$ cat src/rtl/vec_step_counter.sv
// Strided up/down index counter over [0, limit], with wrap or saturate mode.
// Ports: clk; rst (async, active-low); en step enable; load/load_val sync
//   load; up direction; stride step size; limit top of range; sat 1=clamp
//   0=wrap; count registered index; tc registered terminal-count pulse.
module vec_step_counter #(
  parameter int WIDTH    = 10,
  parameter int STRIDE_W = 4
) (
  input  logic                clk,
  input  logic                rst,
  input  logic                en,
  input  logic                load,
  input  logic [WIDTH-1:0]    load_val,
  input  logic                up,
  input  logic [STRIDE_W-1:0] stride,
  input  logic [WIDTH-1:0]    limit,
  input  logic                sat,
  output logic [WIDTH-1:0]    count,
  output logic                tc
);

  localparam int XW = WIDTH + 1;
  typedef logic [XW-1:0] ext_t;

  ext_t cx, sx, lx, l1x;
  ext_t up_sum, up_rem;
  ext_t dn_dif, dn_gap, dn_rem;
  logic sz, step;
  logic up_in, dn_in;

  logic [WIDTH-1:0] nxt_count;
  logic             nxt_tc;

  // One extra bit so limit+1 and count+stride never overflow.
  assign cx  = {1'b0, count};
  assign sx  = ext_t'(stride);
  assign lx  = {1'b0, limit};
  assign l1x = lx + ext_t'(1);

  assign up_sum = cx + sx;
  assign up_rem = up_sum - l1x;
  assign up_in  = (up_sum <= lx);

  assign dn_in  = (sx <= cx);
  assign dn_dif = cx - sx;
  assign dn_gap = sx - cx;
  assign dn_rem = l1x - dn_gap;

  // A zero stride never moves, even when count sits above limit.
  assign sz   = (stride == '0);
  assign step = en && !load && !sz;

  always_comb begin
    nxt_count = count;
    nxt_tc    = 1'b0;
    unique case (1'b1)
      load: begin
        nxt_count = load_val;
      end
      (!load && !step): begin
        nxt_count = count;
      end
      (step && up): begin
        if (up_in) begin
          nxt_count = up_sum[WIDTH-1:0];
        end else begin
          nxt_tc = 1'b1;
          if (sat)
            nxt_count = limit;
          else if (up_rem <= lx)
            nxt_count = up_rem[WIDTH-1:0];
          else
            nxt_count = '0;
        end
      end
      (step && !up): begin
        if (dn_in) begin
          nxt_count = dn_dif[WIDTH-1:0];
        end else begin
          nxt_tc = 1'b1;
          // Gap beyond a full lap cannot land in range.
          if (sat)
            nxt_count = '0;
          else if (dn_gap <= l1x)
            nxt_count = dn_rem[WIDTH-1:0];
          else
            nxt_count = '0;
        end
      end
      default: begin
        nxt_count = count;
        nxt_tc    = 1'b0;
      end
    endcase
  end

  always_ff @(posedge clk or negedge rst) begin
    if (!rst) begin
      count <= '0;
      tc    <= 1'b0;
    end else begin
      count <= nxt_count;
      tc    <= nxt_tc;
    end
  end

endmodule

$ cat config.mk
export PLATFORM = sky130hd
export DESIGN_NAME = vec_step_counter
export DESIGN_NICKNAME = d
export VERILOG_FILES = /design/src/rtl/vec_step_counter.sv
export SDC_FILE = /design/constraint.sdc
export NUM_CORES = 1
export LEC_CHECK = 0
export BUFFER_PORTS_ARGS = -buffer_cell sky130_fd_sc_hd__buf_2
export CAP_MARGIN = 20
export CORE_ASPECT_RATIO = 0.9
export CORE_MARGIN = 4
export CORE_UTILIZATION = 45
export CTS_CLUSTER_DIAMETER = 30
export DETAILED_ROUTE_END_ITERATION = 8
export PLACE_DENSITY_LB_ADDON = 0.25
export REMOVE_ABC_BUFFERS = 1
export SLEW_MARGIN = 40
export SYNTH_ARGS = -nofsm -noshare
export SYNTH_HDL_FRONTEND = slang
export SYNTH_SLANG_ARGS = --single-unit
export TNS_END_PERCENT = 5
$ cat constraint.sdc
create_clock -name clk -period 5.4 [get_ports clk]
set_clock_uncertainty 0.2 [all_clocks]
set_input_delay 0.27 -clock clk [delete_from_list [all_inputs] [get_ports clk]]
set_output_delay 0.27 -clock clk [all_outputs]
set_load 0.02 [all_outputs]
==> reports/summary.md, run 1 <==
The flow ran to the end, and the final reports show no timing, DRC or antenna violations. Setup violations remaining at the end of the flow were counted as 0. The analysis attributes to cell leakage a power of 1.79 nW. Buffer cell driving the clock tree root: clkbuf_8.

The run gives 304 as the initial detailed-routing violation count. Starting density of the core: 0.474. Start point of the worst min-delay path: load_val[0]. The tools report the total count of hold-check failures in the final report as 0.

The average instance in the mapped netlist occupies 7.58 um^2. The finished cells cover 3900 um^2. After technology mapping, the gate count stands at 454.

The tools report the area enclosed by the die boundary as 9110 um^2. The worst-case IR drop observed on VDD is 190 uV. Compound-gate portion of the synthesized area: 0.284. The multiplexer share of the synthesized area works out to 0. Quantity of I/O buffers inserted on ports: 40.

Once placement completed, the tool counted placed cells totaling 581. TritonCTS built the clock tree. Total clock buffers created by CTS: 3. Power spread over the standard cell area amounts to 356 nW/um^2. The pin slew with the least headroom to its limit is 899 ps. The type of element capturing the critical path is a register. The clock-pin slew on the worst setup and hold paths is 50 ps, and the arrival time reported for the critical path endpoint is 5040 ps. Hold is met by 53.7 ps. Based on the critical path, the design can be clocked at up to 195 MHz.

The clock latency on the worst-skew pair is 240 ps, and the detailed-placement wirelength estimate is 9.31 mm. The count of pins over their slew limit was 0; the final standard cell count with taps included and fillers excluded was 588. The final layout contains 594 nets. The floorplan has 29 rows.

Simple-gate portion of the synthesized area: 0.186. The critical path goes through ha_1, inv_1, a21oi_1, o41ai_2, buf_4, xnor2_4, ha_2, and3_1, a221o_1, o21ai_2, nand2b_1, a21oi_1, xnor2_1, ha_1, nand3_1, or2_2, a21oi_1, o22a_1, nor2_4, a221oi_1, o22ai_1. The run gives 0.397 as the headroom to the max-slew limit. In the routed design, unresolved DRC markers number 0. The worst path needs 5130 ps of the cycle, external delays included.

The run gives 0 as the global-route congestion overflow total. Broken down by cell family, the worst path's largest delay share belongs to compound AO/OA/AOI/OAI gates. Area after detailed placement: 3750 um^2.

The number of warnings reported in the yosys synthesis log is 0. The critical path start-end classification was reg2reg. In this run the horizontal extent of the chip is 100 um.

The signed area change from the synthesized netlist to the final layout came out at 13.3%. The tools report the count of clock tree sinks as 11. The most numerous cell type found on the critical path is a21oi_1. The depth of the CTS H-tree came out at 1.

The min-delay analysis places its worst path in the category in2reg. On the worst path, the slowest cell contributes a delay of 450 ps. The total routing resource utilization after global routing was 0.240.

For the via count of the first global-routing pass, the log shows 3266. Entering global routing, the biggest net connects 14 pins. The primary flip-flop cell chosen by synthesis mapping is dfrtp_1. The total power is 1.39 mW, and the number of distinct standard cells referenced by the synthesized netlist is 66. The launching point of the worst reg2reg path was count[1]. In this run the worst path has a maximum fanout of 8.

Dividing the detail-routed via count by the number of cells gives 6.12. The routability congestion estimate from global placement is 1.09. The run gives 17.5 mm as the wire length of the first global-routing pass.

Max-cap violations in this run came to 0. 0 antenna diodes ended up in the layout. Leaving out fill and tap cells, the most frequent cell in the layout is ha_1. Summing over every cut layer, the via total after detailed routing is 3596. In this run, synthesis produced a sequential element count of 11.

The async set-reset flop share out of synthesis came out at 1.00. The final clock period utilization by the worst path is 0.950, and the aggregate routed wire length is 11.3 mm. The total negative slack came out at 0 ps.

Measured along the y axis, the die boundary spans 91.0 um. On the critical path, the stage with the largest delay is an instance of dfrtp_2. The synthesized-area fraction occupied by adder cells is 0.258.

Dominant combinational cell family by area after synthesis: compound AO/OA/AOI/OAI gates. The critical path launch point type was a register. The number of I/O pins is 41. Counting both buffers and inverters, the worst setup path holds a total of 2. The clock passes through at most 2 buffers. The part of the Yosys area used for sequential elements came out at 0.0800. At the worst endpoint, the required time is 5300 ps. The tools report the start point of the critical path as count[1].

The XOR/XNOR share of the synthesized area is 0.117, and the fraction of final layout cells sized beyond drive strength 1 is 0.158. For this run, the detailed router's first-pass iteration total came to 5. Initial antenna violation count: 0. In this run the remaining antenna-violating nets after routing total 0. After detailed routing, the average wire length per cell comes to 19.2 um. The summed instance area of the synthesized netlist was 3440 um^2. In this run, synthesis inferred 0 flip-flops with an integrated enable.

The top cell types in the final layout, fill and taps aside, are ha_1 (60), inv_1 (49), nor2_1 (41). After floorplanning, the core was sized to cover 7260 um^2.
[cell type report]
type                       count  area [um^2]
inverter                      49          184
timing repair buffer          51          285
tap                           93          116
sequential                    11          277
fill                         711         3360
clock buffer                   4         45.0
multi-input combinational    380         2990
[flip-flops by register name (all words and copies together) (netlist names)]
signal,count
count,10
tc,1
[final timing paths]
| check | end | slack, ps | cells after the start |
|---|---|---|---|
| max reg2reg | count[5] | 270 | 21 |
| max in group asynchronous | count[1] | 4480 | 2 |
| min reg2reg | count[1] | 450 | 2 |
| max | count[5] | 270 | 21 |
| min | count[0] | 50 | 3 |
| min in group asynchronous | count[4] | 260 | 2 |
[power by group]
group	internal (mW)	switching, mW	leakage [nW]	total (mW)
registers	0.0967	0.0432	0.129	0.140
clock network	0.0522	0.0350	0.0228	0.0872
logic	0.483	0.679	1.64	1.16
[worst reg2reg max path, delay by kind of cell, from the launching register on]
family	cells	cell delay, ps
AND/OR/NAND/NOR	5	750
buffers and inverters	2	330
flip-flops	1	450
XOR/XNOR	2	250
AO/OA/AOI/OAI	9	2050
adder cells (fa/ha/maj)	3	970
[logic make-up (layout without fill, tap and decap cells)]
family	count (synthesis)	after routing
compound gates	138	138
xor+xnor	46	46
fa+ha+maj	68	68
buf+inv	63	104
flops	11	11
simple gates	128	128
[synthesized netlist by cell type, drive strengths merged (8+ instances only)]
master  count  area share
xnor2      32       0.081
buf         8       0.014
dfrtp      11       0.080
nand2      26       0.028
a21o       13       0.028
nor3       10       0.015
nand3      10       0.015
a21oi      33       0.049
o22ai       8       0.015
nor2       44       0.051
a221oi      9       0.025
xor2       14       0.036
o21ai      28       0.041
inv        49       0.053
ha         63        0.23
[metal layers]
layer,wire (um),GRT usage,vias up
met4,218,0.0516,0
li1,-,-,1710
met1,5250,0.372,1666
met5,0,0,-
met3,1050,0.0383,20
met2,4760,0.347,200
[through the flow]
stage          setup WS [ps]   util
4_1_cts                 76.3  0.524
2_1_floorplan            560      -
6_report                 269  0.538
5_1_grt                -38.8  0.538
3_3_place_gp             174  0.516
3_5_place_dp           -3.95  0.516
[what timing repair did]
action,4_1_cts,5_1_grt
hold endpoints to repair,11,0
endpoints found under the setup margin,0,10
hold buffers,1,0
resized for setup,0,15
setup buffers,0,2
No activity file was read; power rests on OpenSTA's default activity.
==> run 2: changes to the inputs <==
CORE_UTILIZATION = 25   (was 45)
==> run 2 against run 1 <==
- flip-flop and latch count is the same
- register-to-register slack improved by 60 ps
- clock power increased by 61%
- clock-buffer cell count did not move
- combinational power increased by 4%
- total power up 6.8%
- routed wire length rose by 13%
- via count down 2.1%
- largest cell class unchanged
==> reports/summary.md, run 2 (synthesized netlist as in run 1, its figures left out) <==
The starting density of the core was 0.257 (-0.218). More flip-flops sit in one register than any other, and that register is count. Critical path start-end classification: reg2reg. The run gives 20.1 mm (+15%) as the wire length of the first global-routing pass. The quantity of I/O buffers inserted on ports came out at 40 (unchanged). Pre-CTS setup slack: 152 ps (+156 ps).

The vertical die dimension is 119 um (+31%). The tools report the area enclosed by the die boundary as 15700 um^2 (+72%). The type of element capturing the critical path is a register. The per-cell routed wire length is 19.0 um (-0.86%), and the number of detailed-route iterations in the first pass is 4 (-1). Number of vias in the routed layout: 3521 (-2.1%). The root buffer cell chosen for the clock tree is clkbuf_16. The total negative slack was 0 ps (unchanged). The number of cells on the worst hold path works out to 3 (unchanged). The pin slew with the least headroom to its limit was 797 ps (-102 ps); the clock latency on the worst-skew pair was 240 ps (about the same).

For the initial antenna violation count, the log shows 0 (unchanged). The required time of the critical path was 5360 ps (+60 ps); the fraction of final layout cells sized beyond drive strength 1 was 0.165 (+0.00743). The final count of negative-setup-slack endpoints is 0 (unchanged).

In the final layout, the registers with the most flip-flops are count (10), tc (1). The clock-pin slew on the worst setup and hold paths was 40 ps (about the same); the post-detailed-route count of antenna-violating nets was 0 (unchanged). Filler cell count: 1487 (+110%).

The top cell types in the final layout, fill and taps aside, are ha_1 (62), inv_1 (49), nor2_1 (41). Global-route congestion overflow total: 0 (unchanged). Compared with the post-synthesis result, the final layout area differs by 17.5%. The detailed-placement wirelength estimate was 10.9 mm (+17%); the number of flip-flops in the largest register was 10 (unchanged).

The tools report the aggregate routed wire length as 12.8 mm (+13%). The final clock period utilization by the worst path works out to 0.939 (-0.0112). The maximum fanout encountered on the critical timing path came out at 8 (unchanged). Worst ir drop on vdd: 132 uV (-31%). For the total count of hold-check failures in the final report, the log shows 0 (unchanged). For the count of clock tree sinks, the log shows 11 (unchanged). The arrival time reported for the critical path endpoint is 5030 ps (about the same), and the die span in x is 132 um (+31%).

The total clock buffers created by CTS came out at 3 (unchanged). The clock period minus final worst setup slack was 5070 ps (-60.3 ps); the layout net count was 602 (+1.3%). The initial detailed-routing violation count was 261 (-14%). The area of all placed cells without fillers came out at 4040 um^2 (+3.7%).

TritonCTS built the clock tree. Total inserted antenna cells: 0 (unchanged). The number of I/O pins is 41 (unchanged), and the maximum clock frequency is 197 MHz (+1.2%). The run gives 0.971 (-11%) as the routability congestion estimate from global placement. Total routing resource utilization after global routing: 0.160 (-0.0804). The library cell used most frequently in the layout, excluding fill and tap cells, is ha_1. Setup repair after global routing left no endpoint under its margin. The run gives 1 (unchanged) as the depth of the CTS H-tree.

The worst setup path is launched from a register. The count of pins over their slew limit is 0 (unchanged), and the area after detailed placement is 3910 um^2 (+4.4%). The DRC violation count after routing was 0 (unchanged); the least setup slack across all paths after layout was 329 ps (+60.3 ps). For the largest buffer count on any clock path, the log shows 2 (unchanged).

In this run the worst hold path is classified as in2reg. The leakage power summed over all cells was 1.84 nW (+2.6%); the final core utilization was 0.301 (-0.236). The run finished with clean final reports.

The site row count was 40 (+38%). The placeable core region was 13400 um^2 (+85%). The logic depth of the worst register-to-register path was 20 (-4.8%); the maximum number of pins on one net before global-route repair was 14 (unchanged).

For the headroom to the max-slew limit, the log shows 0.455 (+0.0581). The via count of the first global-routing pass came out at 3564 (+9.1%). The worst hold margin was 70.5 ps (+16.8 ps); the power density over cell area was 367 nW/um^2 (+3.1%).

The detailed-route vias per instance works out to 5.25 (-14%). The count of maximum capacitance violations is 0 (unchanged).
==> run 2: what timing repair did <==
item                                   4_1_cts  5_1_grt
buffers inserted                             0        1
endpoints found under the hold margin       11        0
resized for setup                            0        8
hold buffers                                 1        0
setup endpoints to repair                    0       10
==> run 2: critical path, stage by stage (launching register included) <==
cell,delay [ps]
dfrtp_1,440
ha_2,420
and3b_1,190
a21oi_1,140
o41ai_2,100
buf_4,160
xnor2_2,140
ha_1,350
and3_1,200
a221o_1,340
o21ai_2,150
nand2b_1,70
a21oi_1,170
xnor2_1,180
ha_1,290
a2111oi_0,350
o21ai_0,160
o22a_1,310
nor2_4,240
a41oi_1,200
a21oi_1,200
==> run 2: stage by stage <==
step                instances  power (mW)
floorplan                 440       0.934
global placement          665        1.31
detailed placement        665        1.31
CTS                       670        1.46
global route              671        1.63
finish                    671        1.48
==> run 2: cell type report <==
| type | instances | area (um^2) | share of cell area |
|---|---|---|---|
| multi-input combinational | 380 | 2950 | 0.730 |
| inverter | 49 | 184 | 0.0455 |
| sequential | 11 | 275 | 0.0681 |
| clock buffer | 4 | 78.8 | 0.0195 |
| tap | 168 | 210 | 0.0520 |
| timing repair buffer | 59 | 345 | 0.0854 |
==> run 2: power breakdown <==
group          internal [mW]  total (mW)  leakage, nW  switching (mW)
Combinational          0.494        1.21         1.67           0.717
Clock                 0.0996       0.140       0.0382          0.0408
Sequential            0.0968       0.133        0.130          0.0366
Total                  0.690        1.48         1.84           0.794
==> run 2: routing by layer <==
metal / vias up / wire length [um] / track usage / share of wire
li1: 1724 / - / - / -
met4: 0 / 92 / 0.0184 / 0.0072
met5: - / 0 / 0 / 0
met1: 1677 / 6480 / 0.234 / 0.51
met3: 16 / 664 / 0.0287 / 0.052
met2: 104 / 5510 / 0.251 / 0.43
==> run 2: worst paths after layout <==
kind,from,to,slack (ps)
max,count[3],count[9],330
min,load_val[0],count[0],70
max reg2reg,count[3],count[9],330
min reg2reg,count[0],count[0],520
max in group asynchronous,rst,count[5],4500
min in group asynchronous,rst,count[1],250
